File: src/rtl/brus16_pkg.sv
// Shared constants and state encoding for the rect-table copy engine.
package brus16_pkg;

  localparam int DATA_WIDTH       = 16;
  localparam int MEM_ADDR_WIDTH   = 13;
  localparam int RECT_COUNT       = 64;
  localparam int RECT_WORDS       = 5;
  localparam logic [MEM_ADDR_WIDTH-1:0] RECT_BASE = 13'h1000;
  localparam int RECT_TOTAL_WORDS = RECT_COUNT * RECT_WORDS;

  typedef enum logic [1:0] {
    IDLE  = 2'd0,
    READ  = 2'd1,
    DRAIN = 2'd2
  } rect_copy_state_t;

endpackage

File: src/rtl/rect_copy_addr_gen.sv
// Read side of the rect copy: issues one data-memory read per cycle from
// BASE for TOTAL words, flagging the final read with 'last'.
module rect_copy_addr_gen
  import brus16_pkg::*;
#(
  parameter int MEM_ADDR_WIDTH = brus16_pkg::MEM_ADDR_WIDTH,
  parameter int TOTAL          = brus16_pkg::RECT_TOTAL_WORDS,
  parameter logic [MEM_ADDR_WIDTH-1:0] BASE = brus16_pkg::RECT_BASE
) (
  input  logic                      clk,
  input  logic                      reset,
  input  logic                      start,
  input  logic                      abort,
  output logic                      mem_re,
  output logic [MEM_ADDR_WIDTH-1:0] mem_addr,
  output logic                      last
);

  localparam int CNT_W = $clog2(TOTAL + 1);
  localparam logic [CNT_W-1:0] LAST_CNT = CNT_W'(TOTAL - 1);

  logic [CNT_W-1:0]          rd_cnt_q, rd_cnt_d;
  logic                      mem_re_q, mem_re_d;
  logic [MEM_ADDR_WIDTH-1:0] mem_addr_q, mem_addr_d;

  // rd_cnt_q is the index of the read currently presented on mem_addr.
  assign last     = mem_re_q && (rd_cnt_q == LAST_CNT);
  assign mem_re   = mem_re_q;
  assign mem_addr = mem_addr_q;

  always_comb begin
    rd_cnt_d   = rd_cnt_q;
    mem_re_d   = mem_re_q;
    mem_addr_d = mem_addr_q;
    if (start) begin
      rd_cnt_d   = '0;
      mem_re_d   = 1'b1;
      mem_addr_d = BASE;
    end else if (mem_re_q) begin
      if (abort || last) begin
        mem_re_d   = 1'b0;
        mem_addr_d = '0;
      end else begin
        rd_cnt_d   = rd_cnt_q + CNT_W'(1);
        mem_addr_d = mem_addr_q + MEM_ADDR_WIDTH'(1);
      end
    end
  end

  always_ff @(posedge clk) begin
    if (reset) begin
      rd_cnt_q   <= '0;
      mem_re_q   <= 1'b0;
      mem_addr_q <= '0;
    end else begin
      rd_cnt_q   <= rd_cnt_d;
      mem_re_q   <= mem_re_d;
      mem_addr_q <= mem_addr_d;
    end
  end

endmodule

File: src/rtl/rect_copy_engine.sv
// Copies the rect table from CPU data memory into the GPU rect buffer while
// 'copy' is high. Optional RECT_COPY_CHECKSUM_EN adds a sum of written words.
module rect_copy_engine
  import brus16_pkg::*;
#(
  parameter int DATA_WIDTH     = brus16_pkg::DATA_WIDTH,
  parameter int MEM_ADDR_WIDTH = brus16_pkg::MEM_ADDR_WIDTH,
  parameter int RECT_COUNT     = brus16_pkg::RECT_COUNT,
  parameter int RECT_WORDS     = brus16_pkg::RECT_WORDS,
  parameter logic [MEM_ADDR_WIDTH-1:0] RECT_BASE = brus16_pkg::RECT_BASE
) (
  input  logic                                   clk,
  input  logic                                   reset,
  input  logic                                   copy_start,
  input  logic                                   copy,
  output logic                                   mem_re,
  output logic [MEM_ADDR_WIDTH-1:0]              mem_addr,
  input  logic [DATA_WIDTH-1:0]                  mem_rdata,
  output logic                                   gpu_we,
  output logic [$clog2(RECT_COUNT*RECT_WORDS)-1:0] gpu_waddr,
  output logic [DATA_WIDTH-1:0]                  gpu_wdata,
  output logic                                   busy,
  output logic                                   done
`ifdef RECT_COPY_CHECKSUM_EN
  ,
  output logic [DATA_WIDTH-1:0]                  checksum
`endif
);

  localparam int TOTAL   = RECT_COUNT * RECT_WORDS;
  localparam int WADDR_W = $clog2(TOTAL);
  localparam logic [WADDR_W-1:0] LAST_W = WADDR_W'(TOTAL - 1);

  rect_copy_state_t   state_q, state_d;
  logic               busy_q, busy_d;
  logic               done_q, done_d;
  logic               gpu_we_q, gpu_we_d;
  logic [WADDR_W-1:0] wr_cnt_q, wr_cnt_d;
  logic               start, abort, rd_last;

  assign start = (state_q == IDLE) && copy_start && copy;
  assign abort = (state_q != IDLE) && !copy;

  rect_copy_addr_gen #(
    .MEM_ADDR_WIDTH (MEM_ADDR_WIDTH),
    .TOTAL          (TOTAL),
    .BASE           (RECT_BASE)
  ) u_addr_gen (
    .clk      (clk),
    .reset    (reset),
    .start    (start),
    .abort    (abort),
    .mem_re   (mem_re),
    .mem_addr (mem_addr),
    .last     (rd_last)
  );

  always_comb begin
    state_d = state_q;
    done_d  = 1'b0;
    case (state_q)
      IDLE:    if (start) state_d = READ;
      READ: begin
        if (!copy) begin
          state_d = IDLE;
        end else if (rd_last) begin
          state_d = DRAIN;
          done_d  = 1'b1;
        end
      end
      DRAIN:   state_d = IDLE;
      default: state_d = IDLE;
    endcase
    busy_d   = (state_d != IDLE);
    // A read issued in the cycle copy falls is never written back.
    gpu_we_d = mem_re && copy;
    wr_cnt_d = wr_cnt_q;
    if (start) begin
      wr_cnt_d = '0;
    end else if (gpu_we_q && (wr_cnt_q != LAST_W)) begin
      wr_cnt_d = wr_cnt_q + WADDR_W'(1);
    end
  end

  always_ff @(posedge clk) begin
    if (reset) begin
      state_q  <= IDLE;
      busy_q   <= 1'b0;
      done_q   <= 1'b0;
      gpu_we_q <= 1'b0;
      wr_cnt_q <= '0;
    end else begin
      state_q  <= state_d;
      busy_q   <= busy_d;
      done_q   <= done_d;
      gpu_we_q <= gpu_we_d;
      wr_cnt_q <= wr_cnt_d;
    end
  end

  // done lands with the final write; copy dropping in that cycle cancels it.
  assign done      = done_q && copy;
  assign busy      = busy_q;
  assign gpu_we    = gpu_we_q;
  assign gpu_waddr = wr_cnt_q;
  assign gpu_wdata = gpu_we_q ? mem_rdata : '0;

`ifdef RECT_COPY_CHECKSUM_EN
  logic [DATA_WIDTH-1:0] acc_q, acc_d;
  logic [DATA_WIDTH-1:0] csum_q, csum_d;
  logic [DATA_WIDTH-1:0] sum_now;

  always_comb begin
    sum_now = acc_q + gpu_wdata;
    acc_d   = acc_q;
    if (start)         acc_d = '0;
    else if (gpu_we_q) acc_d = sum_now;
    csum_d  = done ? sum_now : csum_q;
  end

  always_ff @(posedge clk) begin
    if (reset) begin
      acc_q  <= '0;
      csum_q <= '0;
    end else begin
      acc_q  <= acc_d;
      csum_q <= csum_d;
    end
  end

  assign checksum = done ? sum_now : csum_q;
`endif

endmodule
File: config.mk
export PLATFORM = sky130hd
export DESIGN_NAME = rect_copy_engine
export DESIGN_NICKNAME = d
export VERILOG_FILES = /design/src/rtl/brus16_pkg.sv /design/src/rtl/rect_copy_addr_gen.sv /design/src/rtl/rect_copy_engine.sv
export SDC_FILE = /design/constraint.sdc
export NUM_CORES = 1
export LEC_CHECK = 0
export BUFFER_PORTS_ARGS = -buffer_cell sky130_fd_sc_hd__buf_2
export CAP_MARGIN = 20
export CORE_ASPECT_RATIO = 0.9
export CORE_MARGIN = 5
export CORE_UTILIZATION = 30
export CTS_CLUSTER_SIZE = 30
export DETAILED_ROUTE_END_ITERATION = 7
export PLACE_DENSITY_LB_ADDON = 0.08
export SLEW_MARGIN = 20
export SYNTH_ARGS = -nofsm -noshare
export SYNTH_HDL_FRONTEND = slang
export SYNTH_HIERARCHICAL = 1
export SYNTH_SLANG_ARGS = --single-unit
File: constraint.sdc
create_clock -name clk -period 1.7 [get_ports clk]
set_input_delay 0.085 -clock clk [delete_from_list [all_inputs] [get_ports clk]]
set_output_delay 0.085 -clock clk [all_outputs]
set_load 0.03 [all_outputs]
==> reports/metrics.cfg, run 1 <==
[sta]
rsz0062_at_grt = false
finalSetupViolCount = 0
finClkSkew_ps = 5.26
post-route-period-util = 0.948
drv_slew = 0
tns_ps = 0
holdWs_ps = 63.1
hold_viol = 0
period_needed_ps = 1610
slew_headroom = 0.626
fmax_mhz = 621
tightest_slew_ps = 558

[cts]
clk_pin_slew_worst_paths_ps = 70
cts_tree = done
clock_path_buffers = 2
clk_latency_ps = 280
hold_buffers = 0
cts.sink_count = 37
htreeDepth = 2
cts_made_buffers = 5
cts-root-buf = clkbuf_8

[synth]
avgSynthCellArea_sq_um = 9.06
syn-num-nets = 236
yosysTopAreaCell = dfxtp_1
synth_common_cells = dfxtp_1 (37), nor2_1 (22), and2_1 (18)
synth_ff_type = dfxtp_1
synth_top_family_by_area = simple AND/OR/NAND/NOR gates
synth_area_sq_um = 1930
synth-xor-area-share = 0.0726
async_flop_share = 0
netlist_instances = 213
synthAdderAreaFrac = 0.0194
synthMuxAreaShare = 0.0259
synthTopCellsByArea = dfxtp_1 (38%), and2_1 (5.8%), xor2_1 (5.0%), nor2_1 (4.3%), nand4_1 (3.6%)
ys_warn_count = 6
synth_seq_cells = 37
ys_seq_area_frac = 0.384
yosys.cell_types.count = 51
synthSimpleGateAreaFrac = 0.347
synth_edf_count = 0
yosysMostFrequentCell = dfxtp_1
synth_top_area_frac = 0.384
synth-compound-area-share = 0.117

[hold_path]
hold_path_depth = 2
hold_class = in -> reg
hp-start = copy_start
holdPathEnd = state_q[0]$_SDFF_PP0_

[worst_setup_path]
crit_buf_inv = 0
critPathKind = reg -> reg
r2r_start = state_q[0]$_SDFF_PP0_
crit_fanout = 6
cpMaxStageDelayCell = or4_1
arrival_ps = 1820
reg2reg_setup_slack_ps = 90
ff2ff_path_depth = 6
required_ps = 1910
r2r_end = u_addr_gen/rd_cnt_q[5]$_SDFFE_PP0P_
crit_path_frequent_cell = nor2_1
cpPeakStageDelay_ps = 480
path_cells = nor2_1 -> nor2_1 -> and2b_4 -> o31ai_2 -> or4_1 -> a21oi_1
critPathTopFamily = simple AND/OR/NAND/NOR gates
crit_path_end_kind = flip-flop
startpoint_type = flip-flop

[floorplanning]
die_area_sq_um = 8140
initial_core_util = 0.312
core_area_sq_um = 6180
num_rows = 27
die_y_microns = 86.1
die_x_microns = 94.6
ioPinCount = 62

[global_routing]
grt_max_degree = 21
grt_pass1_wl_microns = 7910
gr-total-overflow = 0
grt_pass1_vias = 1735
grt_usage = 0.118
antenna_found_initial = 0

[detailed_routing]
ant_nets = 0
drc = 0
wirelength_microns = 4870
via_per_inst = 4.81
wire_per_inst_microns = 13.2
drtPass1Iterations = 4
drt-initial-drc-count = 43
vias = 1779

[run]
drv_cap = 0

[cells_and_area]
n_antenna_cell = 0
utilization = 0.401
syn_to_final_growth_pct = 28.5
final-instance-count-excl-fill = 370
drive_above_1_share = 0.329
nets = 306

[pwr]
ir_worst_vdd_mv = 0.358
leakage_nw = 1.06
power.total_mw = 1.67
p_per_area_nw_per_um2 = 673

[status]
status = completed

[placed_design]
place_inst = 362
io_buffers = 61
gp_congestion = 0.746
place_hpwl_microns = 3580

-- placed cells by master, fill, tap and decap left out, drive strengths merged, types with 2 or more instances in the layout --
master,netlist,routed
a311oi,3,3
and2,18,18
and4b,2,2
mux2i,5,5
or4,3,3
a211oi,2,2
or3b,3,3
and4,3,3
nand3b,5,5
nand2,12,12
xnor2,5,5
nor2,22,22
dfxtp,37,37
inv,6,6
buf,4,70
o31a,2,2
or2,2,2
nand4,11,11
clkbuf,4,7
a31oi,3,3
o31ai,3,3
o21ai,3,4
and3,6,6
nor3,5,5
nand3,7,7
a21oi,8,8
and3b,2,2
ha,3,3
xor2,11,11
and2b,2,2
nand4bb,2,2
-- how the worst max path moves through the flow --
stage / startpoint / endpoint / slack (ps) / cells past startpoint
2_1_floorplan: gpu_waddr[0]$_SDFFE_PP0P_ / gpu_waddr[8]$_SDFFE_PP0P_ / 70 / 4
3_3_place_gp: u_addr_gen/rd_cnt_q[1]$_SDFFE_PP0P_ / u_addr_gen/mem_addr[7]$_SDFFE_PP0P_ / 100 / 5
3_5_place_dp: u_addr_gen/rd_cnt_q[1]$_SDFFE_PP0P_ / busy$_SDFF_PP0_ / 60 / 6
4_1_cts: u_addr_gen/rd_cnt_q[1]$_SDFFE_PP0P_ / busy$_SDFF_PP0_ / 50 / 6
5_1_grt: u_addr_gen/mem_re$_SDFF_PP0_ / u_addr_gen/mem_addr[10]$_SDFFE_PP0P_ / 9 / 4
6_report: state_q[0]$_SDFF_PP0_ / u_addr_gen/rd_cnt_q[5]$_SDFFE_PP0P_ / 90 / 6
-- kinds of logic (layout without fill, tap and decap cells) --
group                      Yosys count  in the layout
and+or+nand+nor                    110            110
muxes                                5              5
DFF                                 37             37
xor gates and xnor gates            16             16
buffers and inverters               14             83
AOI/OAI and AO/OA                   28             29
adders and majority gates            3              3
-- state kept, by name, indices dropped and copies added (netlist names) --
name and flops:
u_addr_gen/mem_re 1, gpu_waddr 9, busy 1, u_addr_gen/rd_cnt_q 9, state_q 2, done_q 1
u_addr_gen/mem_addr 13, gpu_we 1
-- what timing repair did --
| action | CTS | global route |
|---|---|---|
| setup endpoints to repair | 0 | 13 |
| buffers inserted | 0 | 0 |
| gates resized for setup | 0 | 4 |
-- where the power goes --
group | leakage (nW) | switching (mW) | internal [mW]
logic | 0.718 | 0.0984 | 0.0653
registers | 0.299 | 0.0111 | 0.877
clock network | 0.0443 | 0.296 | 0.322
total | 1.06 | 0.406 | 1.26
-- stage by stage --
step | cell area, sq um | setup WS, ps
after floorplan | 1930 | 70.7
after global placement | 2370 | 95.6
after detailed placement | 2370 | 59.1
after CTS | 2450 | 46.8
after global routing | 2480 | 8.62
final | 2480 | 89.0
-- final cells by class --
type                       instances  area [sq um]
fill                             646          3700
inverter                           6          22.5
timing repair buffer              70           373
clock buffer                       7          86.3
tap                               87           109
multi-input combinational        163          1150
sequential                        37           741
-- per-layer routing --
layer,GRT usage,part of all wire,up-vias,routed length [microns]
met5,0,0,-,0
li1,-,-,909,-
met4,0.0315,0.015,0,72
met2,0.198,0.43,53,2110
met3,0.0316,0.075,8,367
met1,0.149,0.48,809,2320
No activity file was read; power rests on OpenSTA's default activity.
==> run 2: changes to the inputs <==
--- a/config.mk
+++ b/config.mk
@@ -10,6 +10,7 @@
 export CORE_ASPECT_RATIO = 0.9
 export CORE_MARGIN = 5
 export CORE_UTILIZATION = 30
+export CTS_BUF_LIST = sky130_fd_sc_hd__clkbuf_8
 export CTS_CLUSTER_SIZE = 30
 export DETAILED_ROUTE_END_ITERATION = 7
 export PLACE_DENSITY_LB_ADDON = 0.08
==> reports/metrics.cfg, run 2 (synthesis gave the netlist of run 1 again) <==
[status]
status = completed

[global_routing]
met3_usage = 0.0316
grt_max_degree = 21
grt_util_met2 = 0.198
grt_pass1_wl_microns = 7910
grt_util_met1 = 0.149
grt_pass1_vias = 1735
gr-total-overflow = 0
antenna_found_initial = 0
top_usage_layer = met2
grt_usage = 0.118

[worst_setup_path]
r2r_start = state_q[0]$_SDFF_PP0_
r2r_end = u_addr_gen/rd_cnt_q[5]$_SDFFE_PP0P_
endpoint = u_addr_gen/rd_cnt_q[5]$_SDFFE_PP0P_
startpoint_type = flip-flop
required_ps = 1910
critPathKind = reg -> reg
reg2reg_setup_slack_ps = 100
crit_fanout = 6
startpoint = state_q[0]$_SDFF_PP0_
ff2ff_path_depth = 6
arrival_ps = 1810
crit_path_end_kind = flip-flop

[cts]
clk_latency_ps = 280
postCtsSetupBuffers = 0
cts.sink_count = 37
htreeDepth = 2
cts_tree = done
clk_pin_slew_worst_paths_ps = 70
cts_made_buffers = 5
cts_resized = 0
hold_buffers = 0
cts-root-buf = clkbuf_8
clock_path_buffers = 2

[pwr]
power.total_mw = 1.67
ir_worst_vdd_mv = 0.362
leakage_nw = 1.07
p_per_area_nw_per_um2 = 672

[detailed_routing]
drtPass1Iterations = 4
wirelength_microns = 4880
vias = 1783
wire_per_inst_microns = 13.2
drc = 0
drt-initial-drc-count = 45
via_per_inst = 4.82
ant_nets = 0

[cells_and_area]
final_area_sq_um = 2480
largest_reg_flops = 13
layout_common_cells = buf_2 (61), dfxtp_1 (37), nor2_1 (22), and2_1 (18)
drive_above_1_share = 0.329
nets = 306
n_antenna_cell = 0
final_common_cell = buf_2
syn_to_final_growth_pct = 28.5
utilization = 0.401

[sta]
tns_ps = 0
finClkSkew_ps = 3.54
post-route-period-util = 0.939
drv_slew = 0
slew_headroom = 0.626
fmax_mhz = 627
tightest_slew_ps = 558
finalSetupViolCount = 0
rsz0062_at_grt = false
fin_ws_ps = 104
period_needed_ps = 1600
hold_viol = 0

[placed_design]
io_buffers = 61
placed_cell_area_sq_um = 2370
place_hpwl_microns = 3580
gp_congestion = 0.746
place_ws_ps = 59.1

[run]
drv_cap = 0

[floorplanning]
ioPinCount = 62
die_x_microns = 94.6
core_area_sq_um = 6180
die_area_sq_um = 8140
initial_core_util = 0.312
die_y_microns = 86.1
num_rows = 27

[hold_path]
hp-start = copy_start
hold_class = in -> reg

[run 2: area by class of cell]
class / count / area [sq um]
multi-input cells: 163 / 1150
inverters: 6 / 22.5
clock buffers: 6 / 82.6
repair buffers: 70 / 373
fillers: 646 / 3700
well taps: 87 / 109
flip-flops and latches: 37 / 741
clock inverters: 1 / 3.75
[run 2: worst min-delay path by stage]
stage	to	slack [ps]	depth (start not counted)
finish	state_q[0]$_SDFF_PP0_	60	2
detailed placement	state_q[0]$_SDFF_PP0_	360	2
floorplan	u_addr_gen/mem_re$_SDFF_PP0_	150	1
global route	state_q[0]$_SDFF_PP0_	70	2
global placement	state_q[0]$_SDFF_PP0_	360	2
CTS	state_q[0]$_SDFF_PP0_	60	2
[run 2: through the flow]
stage / hold WS [ps] / cells
2_1_floorplan: 154 / 213
3_3_place_gp: 358 / 362
3_5_place_dp: 356 / 362
4_1_cts: 55.3 / 369
5_1_grt: 68.7 / 370
6_report: 63.1 / 370
[run 2: critical path, stage by stage (launching register included)]
cell	delay, ps
dfxtp_1	350
nor2_1	110
nor2_1	80
and2b_4	260
o31ai_2	110
or4_1	480
a21oi_1	150
[run 2: per-layer routing]
metal | part of all wire | wire length, microns | up-vias
met5 | 0 | 0 | -
met4 | 0.015 | 72 | 0
met3 | 0.075 | 367 | 8
met2 | 0.43 | 2120 | 53
met1 | 0.48 | 2320 | 813
li1 | - | - | 909
[run 2: power breakdown]
group	total (mW)	leakage, nW	switching [mW]	internal (mW)
registers	0.888	0.299	0.0111	0.877
logic	0.164	0.718	0.0984	0.0653
clock network	0.615	0.0485	0.299	0.316
==> run 3: changes to the inputs <==
--- a/config.mk
+++ b/config.mk
@@ -7,7 +7,6 @@
 export LEC_CHECK = 0
 export BUFFER_PORTS_ARGS = -buffer_cell sky130_fd_sc_hd__buf_2
 export CAP_MARGIN = 20
-export CORE_ASPECT_RATIO = 0.9
 export CORE_MARGIN = 5
 export CORE_UTILIZATION = 30
 export CTS_BUF_LIST = sky130_fd_sc_hd__clkbuf_8
==> constraint.sdc (replaced) <==
create_clock -name clk -period 1.4 [get_ports clk]
set_input_delay 0.07 -clock clk [delete_from_list [all_inputs] [get_ports clk]]
set_output_delay 0.07 -clock clk [all_outputs]
set_load 0.03 [all_outputs]
==> reports/metrics.cfg, run 3 (synthesis gave the netlist of run 1 again) <==
[detailed_routing]
vias = 1812
wirelength_microns = 5130
drc = 0
ant_nets = 0
drtPass1Iterations = 4
wire_per_inst_microns = 13.2
via_per_inst = 4.65
drt-initial-drc-count = 92

[floorplanning]
core_area_sq_um = 6310
die_y_microns = 90.2
die_x_microns = 90.2
ioPinCount = 62
die_area_sq_um = 8140
num_rows = 29
initial_core_util = 0.306

[cts]
clock_path_buffers = 2
htreeDepth = 2
hold_buffers = 0
clk_latency_ps = 290
cts_tree = done
cts.sink_count = 37
cts-root-buf = clkbuf_8
cts_made_buffers = 5
clk_pin_slew_worst_paths_ps = 90

[global_routing]
met3_usage = 0.0376
grt_pass1_wl_microns = 8430
top_usage_layer = met2
antenna_found_initial = 0
grt_util_met2 = 0.185
grt_max_degree = 21
grt_pass1_vias = 1712
gr-total-overflow = 0
grt_usage = 0.124
grt_util_met1 = 0.171

[placed_design]
io_buffers = 61
place_hpwl_microns = 3910
place_inst = 378
gp_congestion = 0.732
placed_cell_area_sq_um = 2610

[sta]
finalSetupViolCount = 3
tns_ps = -119
fmax_mhz = 665
fin_ws_ps = -103
hold_viol = 0
holdWs_ps = 43.7
finClkSkew_ps = 10.7
rsz0062_at_grt = true
post-route-period-util = 1.07
tightest_slew_ps = 320
drv_slew = 0
slew_headroom = 0.787
period_needed_ps = 1500

[cells_and_area]
final_common_cell = buf_2
layout_common_cells = buf_2 (61), buf_4 (37), dfxtp_1 (25), nor2_1 (19), and2_1 (18)
n_antenna_cell = 0
final-instance-count-excl-fill = 390
syn_to_final_growth_pct = 48.4
final_area_sq_um = 2870
largest_reg_flops = 13
nets = 335
drive_above_1_share = 0.479

[hold_path]
hold_class = in -> reg
hold_path_depth = 2

[worst_setup_path]
crit_path_end_kind = flip-flop
required_ps = 1620
crit_fanout = 4
ff2ff_path_depth = 6
startpoint_type = flip-flop
arrival_ps = 1720
critPathKind = reg -> reg

[pwr]
power.total_mw = 2.26
leakage_nw = 1.29
ir_worst_vdd_mv = 0.386
p_per_area_nw_per_um2 = 789

[status]
violations = negative setup slack
status = finished, violations left

[run]
drv_cap = 0

[run 3: cell type report]
cell class / instances / area, sq um
clock buffer: 5 / 68.8
inverter: 6 / 22.5
multi-input combinational: 162 / 1250
fill: 658 / 3450
sequential: 37 / 763
clock inverter: 3 / 46.3
tap: 77 / 96.3
timing repair buffer: 100 / 614
[run 3: worst paths after layout]
kind	from	end	slack [ps]
worst min-delay path	copy_start	state_q[0]$_SDFF_PP0_	40
worst max register to register	state_q[1]$_SDFF_PP0_	u_addr_gen/rd_cnt_q[5]$_SDFFE_PP0P_	-100
worst min register to register	gpu_waddr[8]$_SDFFE_PP0P_	gpu_waddr[8]$_SDFFE_PP0P_	520
worst max-delay path	state_q[1]$_SDFF_PP0_	u_addr_gen/rd_cnt_q[5]$_SDFFE_PP0P_	-100
[run 3: timing repair]
action | in CTS | in global routing
endpoints found under the setup margin | 14 | 29
gates resized for setup | 3 | 23
buffers inserted | 1 | 3
pin swaps | 0 | 9
gates cloned | 0 | 0
[run 3: power by group]
part / switching, mW / total, mW / leakage (nW) / internal [mW]
combinational: 0.122 / 0.229 / 0.929 / 0.107
clock: 0.421 / 0.955 / 0.0543 / 0.534
sequential: 0.0152 / 1.08 / 0.306 / 1.06
total: 0.559 / 2.26 / 1.29 / 1.70
[run 3: worst max-delay path, stage by stage, from the launching register on]
cell     delay [ps]
dfxtp_2         340
nor2_4          110
nor2_4           40
and2b_4         260
o31ai_4          80
or4_1           460
a21oi_1         130
[run 3: per-layer routing]
layer  part of all wire  routed length [microns]
met4              0.011                       57
met2               0.45                     2330
met5                  0                        0
met1               0.50                     2580
met3              0.031                      160
[run 3: through the flow]
stage	utilization	setup WS (ps)
global route	0.454	-124
detailed placement	0.414	-64.9
finish	0.454	-103
CTS	0.436	-92.9
global placement	0.414	-48.7
floorplan	-	-32.3
